File: config.mk
export PLATFORM = sky130hd
export DESIGN_NAME = reaction_timer
export DESIGN_NICKNAME = d
export VERILOG_FILES = /design/src/rtl/reaction_timer.sv
export SDC_FILE = /design/constraint.sdc
export NUM_CORES = 1
export LEC_CHECK = 0
export CORE_MARGIN = 2
export CORE_UTILIZATION = 61
export CTS_BUF_LIST = sky130_fd_sc_hd__clkbuf_4 sky130_fd_sc_hd__clkbuf_8
export CTS_CLUSTER_DIAMETER = 40
export DETAILED_ROUTE_END_ITERATION = 7
export PLACE_DENSITY = 0.87
export SETUP_SLACK_MARGIN = 0.02
export SLEW_MARGIN = 20
export SYNTH_ARGS = -nofsm -noshare
export SYNTH_HDL_FRONTEND = slang
export SYNTH_SLANG_ARGS = --single-unit
File: constraint.sdc
create_clock -name clk -period 4.26 [get_ports clk]
set_clock_uncertainty 0.2 [all_clocks]
set_input_delay 0.852 -clock clk [delete_from_list [all_inputs] [get_ports clk]]
set_output_delay 0.852 -clock clk [all_outputs]
set_load 0.05 [all_outputs]
File: src/rtl/reaction_timer.sv
// Millisecond reaction timer: counts prescaled 1 ms ticks between start/stop pulses, saturating at MAX_COUNT.
// Latency: every output is registered and reflects the inputs sampled on the previous rising clk edge.
// Backpressure: none; start/stop/clear are single-cycle pulses that are acted on in the cycle they arrive.
//
// Ports:
//   clk, reset_n           - system clock (rising edge), asynchronous active-low reset
//   start_timer            - clear the count and begin counting (wins over stop_timer and clear)
//   stop_timer             - freeze the count while running and pulse valid
//   clear                  - synchronous return to idle with a zero count (best time kept)
//   elapsed_time[13:0]     - running or frozen millisecond count, saturates at MAX_COUNT
//   running                - high while counting
//   overflow               - sticky: a tick arrived while the count was already at MAX_COUNT
//   valid                  - one-cycle pulse when a final result is captured
//   best_time[13:0]        - fastest non-overflowed result since reset (BEST_TIME_EN only)
//   new_best               - one-cycle pulse, coincident with valid, when best_time improves (BEST_TIME_EN only)
//
// Build option: define BEST_TIME_EN to include the best-time register and its two ports.

module reaction_timer #(
    parameter int TICK_DIV  = 10000,
    parameter int MAX_COUNT = 9999
) (
    input  logic        clk,
    input  logic        reset_n,
    input  logic        start_timer,
    input  logic        stop_timer,
    input  logic        clear,
    output logic [13:0] elapsed_time,
    output logic        running,
    output logic        overflow,
    output logic        valid
`ifdef BEST_TIME_EN
    ,
    output logic [13:0] best_time,
    output logic        new_best
`endif
);

    localparam int              PW        = (TICK_DIV > 1) ? $clog2(TICK_DIV) : 1;
    localparam logic [PW-1:0]   TICK_LAST = PW'(TICK_DIV - 1);
    localparam logic [13:0]     MAX_VAL   = 14'(MAX_COUNT);

    typedef enum logic [1:0] {
        S_IDLE = 2'd0,
        S_RUN  = 2'd1,
        S_HOLD = 2'd2
    } state_t;

    state_t        state_q,   state_d;
    logic [PW-1:0] presc_q,   presc_d;
    logic [13:0]   count_q,   count_d;
    logic          ovf_q,     ovf_d;
    logic          valid_q,   valid_d;
    logic          running_q, running_d;
    logic          tick;

`ifdef BEST_TIME_EN
    logic [13:0]   best_q,     best_d;
    logic          best_vld_q, best_vld_d;
    logic          new_best_q, new_best_d;
`endif

    always_comb begin
        state_d = state_q;
        presc_d = presc_q;
        count_d = count_q;
        ovf_d   = ovf_q;
        valid_d = 1'b0;
        tick    = 1'b0;
`ifdef BEST_TIME_EN
        best_d     = best_q;
        best_vld_d = best_vld_q;
        new_best_d = 1'b0;
`endif

        if (start_timer) begin
            // Start restarts from any state, even a live run, and suppresses a same-cycle stop.
            state_d = S_RUN;
            presc_d = '0;
            count_d = '0;
            ovf_d   = 1'b0;
        end else if (clear) begin
            state_d = S_IDLE;
            presc_d = '0;
            count_d = '0;
            ovf_d   = 1'b0;
        end else if (state_q == S_RUN) begin
            tick    = (presc_q == TICK_LAST);
            presc_d = tick ? '0 : presc_q + 1'b1;
            if (tick) begin
                if (count_q < MAX_VAL) begin
                    count_d = count_q + 14'd1;
                end else begin
                    ovf_d = 1'b1;
                end
            end
            // The tick above is folded into the captured value before freezing.
            if (stop_timer) begin
                state_d = S_HOLD;
                valid_d = 1'b1;
`ifdef BEST_TIME_EN
                if (!ovf_d && (!best_vld_q || (count_d < best_q))) begin
                    best_d     = count_d;
                    best_vld_d = 1'b1;
                    new_best_d = 1'b1;
                end
`endif
            end
        end

        running_d = (state_d == S_RUN);
    end

    always_ff @(posedge clk or negedge reset_n) begin
        if (!reset_n) begin
            state_q   <= S_IDLE;
            presc_q   <= '0;
            count_q   <= '0;
            ovf_q     <= 1'b0;
            valid_q   <= 1'b0;
            running_q <= 1'b0;
`ifdef BEST_TIME_EN
            best_q     <= '0;
            best_vld_q <= 1'b0;
            new_best_q <= 1'b0;
`endif
        end else begin
            state_q   <= state_d;
            presc_q   <= presc_d;
            count_q   <= count_d;
            ovf_q     <= ovf_d;
            valid_q   <= valid_d;
            running_q <= running_d;
`ifdef BEST_TIME_EN
            best_q     <= best_d;
            best_vld_q <= best_vld_d;
            new_best_q <= new_best_d;
`endif
        end
    end

    assign elapsed_time = count_q;
    assign running      = running_q;
    assign overflow     = ovf_q;
    assign valid        = valid_q;
`ifdef BEST_TIME_EN
    assign best_time    = best_q;
    assign new_best     = new_best_q;
`endif

endmodule

==> metrics.txt <==
# TYPE chip_impl_metric gauge
chip_impl_metric{name="cts.clk_slew.worst_paths",unit="ns"} 0.09
chip_impl_metric{name="timing.reg2reg.worst_path_depth",unit=""} 6
chip_impl_metric{name="critical_path_depth",unit=""} 1
chip_impl_metric{name="core_area",unit="um^2"} 2730
chip_impl_metric{name="max_clock_freq",unit="MHz"} 369
chip_impl_metric{name="synth-seq-cells",unit=""} 33
chip_impl_metric{name="critical_path_buf_inv_count",unit=""} 1
chip_impl_info{name="synth_area_leaders",value="sky130_fd_sc_hd__dfrtp_1 47%, sky130_fd_sc_hd__xnor2_1 5.0%, sky130_fd_sc_hd__nor2_1 4.3%"} 1
chip_impl_metric{name="clock_latency",unit="ns"} 0.33
chip_impl_metric{name="vias",unit=""} 1508
chip_impl_metric{name="seq_area_frac_synth",unit="%"} 47.3
chip_impl_metric{name="antenna-diode-count",unit=""} 0
chip_impl_metric{name="max_stage_delay",unit="ns"} 0.84
chip_impl_metric{name="die_width",unit="um"} 57.5
chip_impl_info{name="rsz0062_at_grt",value="no"} 1
chip_impl_metric{name="cts.sink_count",unit=""} 33
chip_impl_info{name="hold_path_startpoint",value="overflow"} 1
chip_impl_metric{name="power.leakage",unit="nW"} 0.808
chip_impl_metric{name="slew_violations",unit=""} 0
chip_impl_metric{name="tritoncts.num_buffers",unit=""} 5
chip_impl_metric{name="synthCells",unit=""} 183
chip_impl_metric{name="final.setup.worst_slack",unit="ns"} 1.55
chip_impl_metric{name="via_count_of_the_first_global_routing_pass",unit=""} 1494
chip_impl_metric{name="hpwl",unit="um"} 2850
chip_impl_metric{name="postSynthAreaPerCell",unit="um^2"} 9.54
chip_impl_metric{name="synth.yosys.warnings",unit=""} 0
chip_impl_metric{name="period_share",unit="%"} 63.5
chip_impl_metric{name="final_net_count",unit=""} 213
chip_impl_info{name="timing.critical_path.to_type",value="primary output"} 1
chip_impl_metric{name="antenna_found_initial",unit=""} 0
chip_impl_info{name="run_status",value="completed"} 1
chip_impl_metric{name="drc_errors",unit=""} 0
chip_impl_info{name="crit_start",value="elapsed_time[2]"} 1
chip_impl_metric{name="via_per_inst",unit=""} 6.34
chip_impl_metric{name="grt_start_max_net_pins",unit=""} 34
chip_impl_info{name="critical-path-slowest-cell",value="sky130_fd_sc_hd__clkdlybuf4s50_1"} 1
chip_impl_info{name="synth.most_common_cell",value="sky130_fd_sc_hd__dfrtp_1"} 1
chip_impl_metric{name="async_flop_share",unit="%"} 100
chip_impl_metric{name="drive_above_1_share",unit="%"} 7.73
chip_impl_metric{name="area_growth",unit="%"} 16.8
chip_impl_metric{name="cts_hold_repair.buffers",unit=""} 0
chip_impl_metric{name="holdPathStages",unit=""} 2
chip_impl_info{name="critical_path.cell_chain",value="clkdlybuf4s50_1"} 1
chip_impl_info{name="cts-root-buf",value="sky130_fd_sc_hd__clkbuf_4"} 1
chip_impl_info{name="most_used_flip_flop_cell_after_synthesis",value="sky130_fd_sc_hd__dfrtp_1"} 1
chip_impl_metric{name="maxSlewHeadroom",unit="%"} 49.2
chip_impl_metric{name="pwr_density_cell",unit="nW/um^2"} 266
chip_impl_info{name="path_class",value="flip-flop to primary output"} 1
chip_impl_info{name="cts_tree",value="yes"} 1
chip_impl_metric{name="globalRoute.totalOverflow",unit=""} 0
chip_impl_info{name="r2r-start",value="presc_q[0]"} 1
chip_impl_metric{name="pre_cts_ws",unit="ns"} 1.28
chip_impl_metric{name="ir_drop",unit="mV"} 0.245
chip_impl_info{name="crit_family",value="buffers and inverters"} 1
chip_impl_info{name="hp-class",value="flip-flop to flip-flop"} 1
chip_impl_metric{name="required_time_worst_endpoint",unit="ns"} 3.21
chip_impl_metric{name="period_needed",unit="ns"} 2.71
chip_impl_metric{name="report.final.setup_viol",unit=""} 0
chip_impl_metric{name="drt_iter0_drc",unit=""} 83
chip_impl_metric{name="detail_route.wirelength",unit="um"} 4040
chip_impl_metric{name="gr-usage-all-layers",unit="%"} 27.9
chip_impl_metric{name="grt_pass1_wl",unit="um"} 6930
chip_impl_metric{name="cts-htree-levels",unit=""} 2
chip_impl_metric{name="yosysTopAreaCellShare",unit="%"} 47.3
chip_impl_metric{name="top_fanout_value_on_the_critical_path",unit=""} 6
chip_impl_metric{name="starting_density",unit="%"} 63.8
chip_impl_metric{name="die_area",unit="um^2"} 3310
chip_impl_metric{name="cts_resized",unit=""} 0
chip_impl_metric{name="io_buffer_count",unit=""} 21
chip_impl_metric{name="cp.arrival",unit="ns"} 1.65
chip_impl_metric{name="die_y",unit="um"} 57.5
chip_impl_metric{name="wl_per_cell",unit="um"} 17.0
chip_impl_metric{name="cell_area_after_synthesis",unit="um^2"} 1750
chip_impl_metric{name="maxCapViolCount",unit=""} 0
chip_impl_metric{name="cts_setup_buffers",unit=""} 0
chip_impl_metric{name="edff_count_synth",unit=""} 0
chip_impl_metric{name="drtPass1Iterations",unit=""} 4
chip_impl_metric{name="hold_viol",unit=""} 0
chip_impl_metric{name="ioPinCount",unit=""} 22
chip_impl_metric{name="placement_rows",unit=""} 19
chip_impl_metric{name="max_slew.worst_pin.slew",unit="ns"} 0.761
chip_impl_metric{name="synth.distinct_cells",unit=""} 38
chip_impl_info{name="start_kind",value="flip-flop"} 1
chip_impl_metric{name="gp_routability_congestion",unit=""} 0.857
chip_impl_metric{name="cts_buffer_depth",unit=""} 2
chip_impl_metric{name="synth.net_count",unit=""} 190
chip_impl_metric{name="setup_tns",unit="ns"} 0
chip_impl_info{name="synth_common_cells",value="33 x sky130_fd_sc_hd__dfrtp_1, 20 x sky130_fd_sc_hd__nor2_1, 14 x sky130_fd_sc_hd__nand2_1"} 1
chip_impl_info{name="yosys.area.top_type",value="sky130_fd_sc_hd__dfrtp_1"} 1
chip_impl_metric{name="drtAntennaViolNets",unit=""} 0
[through the flow]
| step | power (mW) | instance area (um^2) | instances | util (%) | hold slack, ns |
|---|---|---|---|---|---|
| floorplan | 0.344 | 1750 | 183 | - | 0.302 |
| global placement | 0.360 | 1980 | 230 | 72.4 | 0.293 |
| detailed placement | 0.361 | 1980 | 230 | 72.4 | 0.313 |
| CTS | 0.546 | 2040 | 238 | 74.6 | 0.339 |
| global route | 0.561 | 2040 | 238 | 74.6 | 0.380 |
| finish | 0.542 | 2040 | 238 | 74.6 | 0.328 |
[per-layer routing]
metal / GRT usage [%] / vias up / share of wire [%]
li1: - / 711 / -
met3: 7.26 / 13 / 6.0
met2: 41.9 / 57 / 46
met1: 37.2 / 727 / 45
met5: 0 / - / 0
met4: 15.0 / 0 / 2.9
[state kept, by name (all words and copies together) (netlist names)]
name	cells
presc_q	14
elapsed_time	14
valid	1
running	1
state_q	2
overflow	1
[final cells by class]
class	count	area, um^2
Timing Repair Buffer	22	218
Fill cell	202	694
Inverter	6	22.5
Tap cell	31	38.8
Clock buffer	8	60.1
Multi-Input combinational cell	138	875
Sequential cell	33	826
[cells by family (layout without fill, tap and decap cells)]
logic type	Yosys count	in the layout	synth area share (%)
AOI/OAI and AO/OA	34	34	12.5
xor gates and xnor gates	14	14	7.02
adders and majority gates	2	2	1.43
buffers and inverters	12	36	2.58
DFF	33	33	47.3
muxes	1	1	0.573
and+or+nand+nor	87	87	28.5
[cells in the final DEF (no fill, tap or decap), types with 3 or more instances in the layout]
cell type / netlist / layout
sky130_fd_sc_hd__nand4_1: 6 / 6
sky130_fd_sc_hd__nor2b_1: 3 / 3
sky130_fd_sc_hd__and3_1: 6 / 6
sky130_fd_sc_hd__or3_1: 5 / 5
sky130_fd_sc_hd__inv_1: 6 / 6
sky130_fd_sc_hd__clkdlybuf4s50_1: 0 / 21
sky130_fd_sc_hd__nand3_1: 8 / 8
sky130_fd_sc_hd__nor3_1: 3 / 3
sky130_fd_sc_hd__a21oi_1: 12 / 12
sky130_fd_sc_hd__o21ai_0: 5 / 5
sky130_fd_sc_hd__nor4_1: 6 / 6
sky130_fd_sc_hd__a21o_1: 3 / 3
sky130_fd_sc_hd__nor2_1: 20 / 20
sky130_fd_sc_hd__dfrtp_1: 33 / 33
sky130_fd_sc_hd__o31ai_1: 3 / 3
sky130_fd_sc_hd__xor2_1: 4 / 4
sky130_fd_sc_hd__xnor2_1: 10 / 10
sky130_fd_sc_hd__clkbuf_4: 0 / 8
sky130_fd_sc_hd__nand2_1: 14 / 14
sky130_fd_sc_hd__or4_1: 4 / 4
[power by group]
part	total, mW	switching (mW)	internal [mW]
logic	0.0370	0.0258	0.0112
clock network	0.187	0.102	0.0848
registers	0.318	0.00247	0.316
[path summary, 6_finish.rpt]
kind,slack [ns],end
worst min register to register,0.33,overflow
max in group asynchronous,2.84,presc_q[13]
worst min-delay path,0.33,overflow
worst max-delay path,1.55,elapsed_time[2]
min in group asynchronous,0.71,presc_q[2]
worst max register to register,1.81,elapsed_time[9]
(Power assumes the default switching activity.)
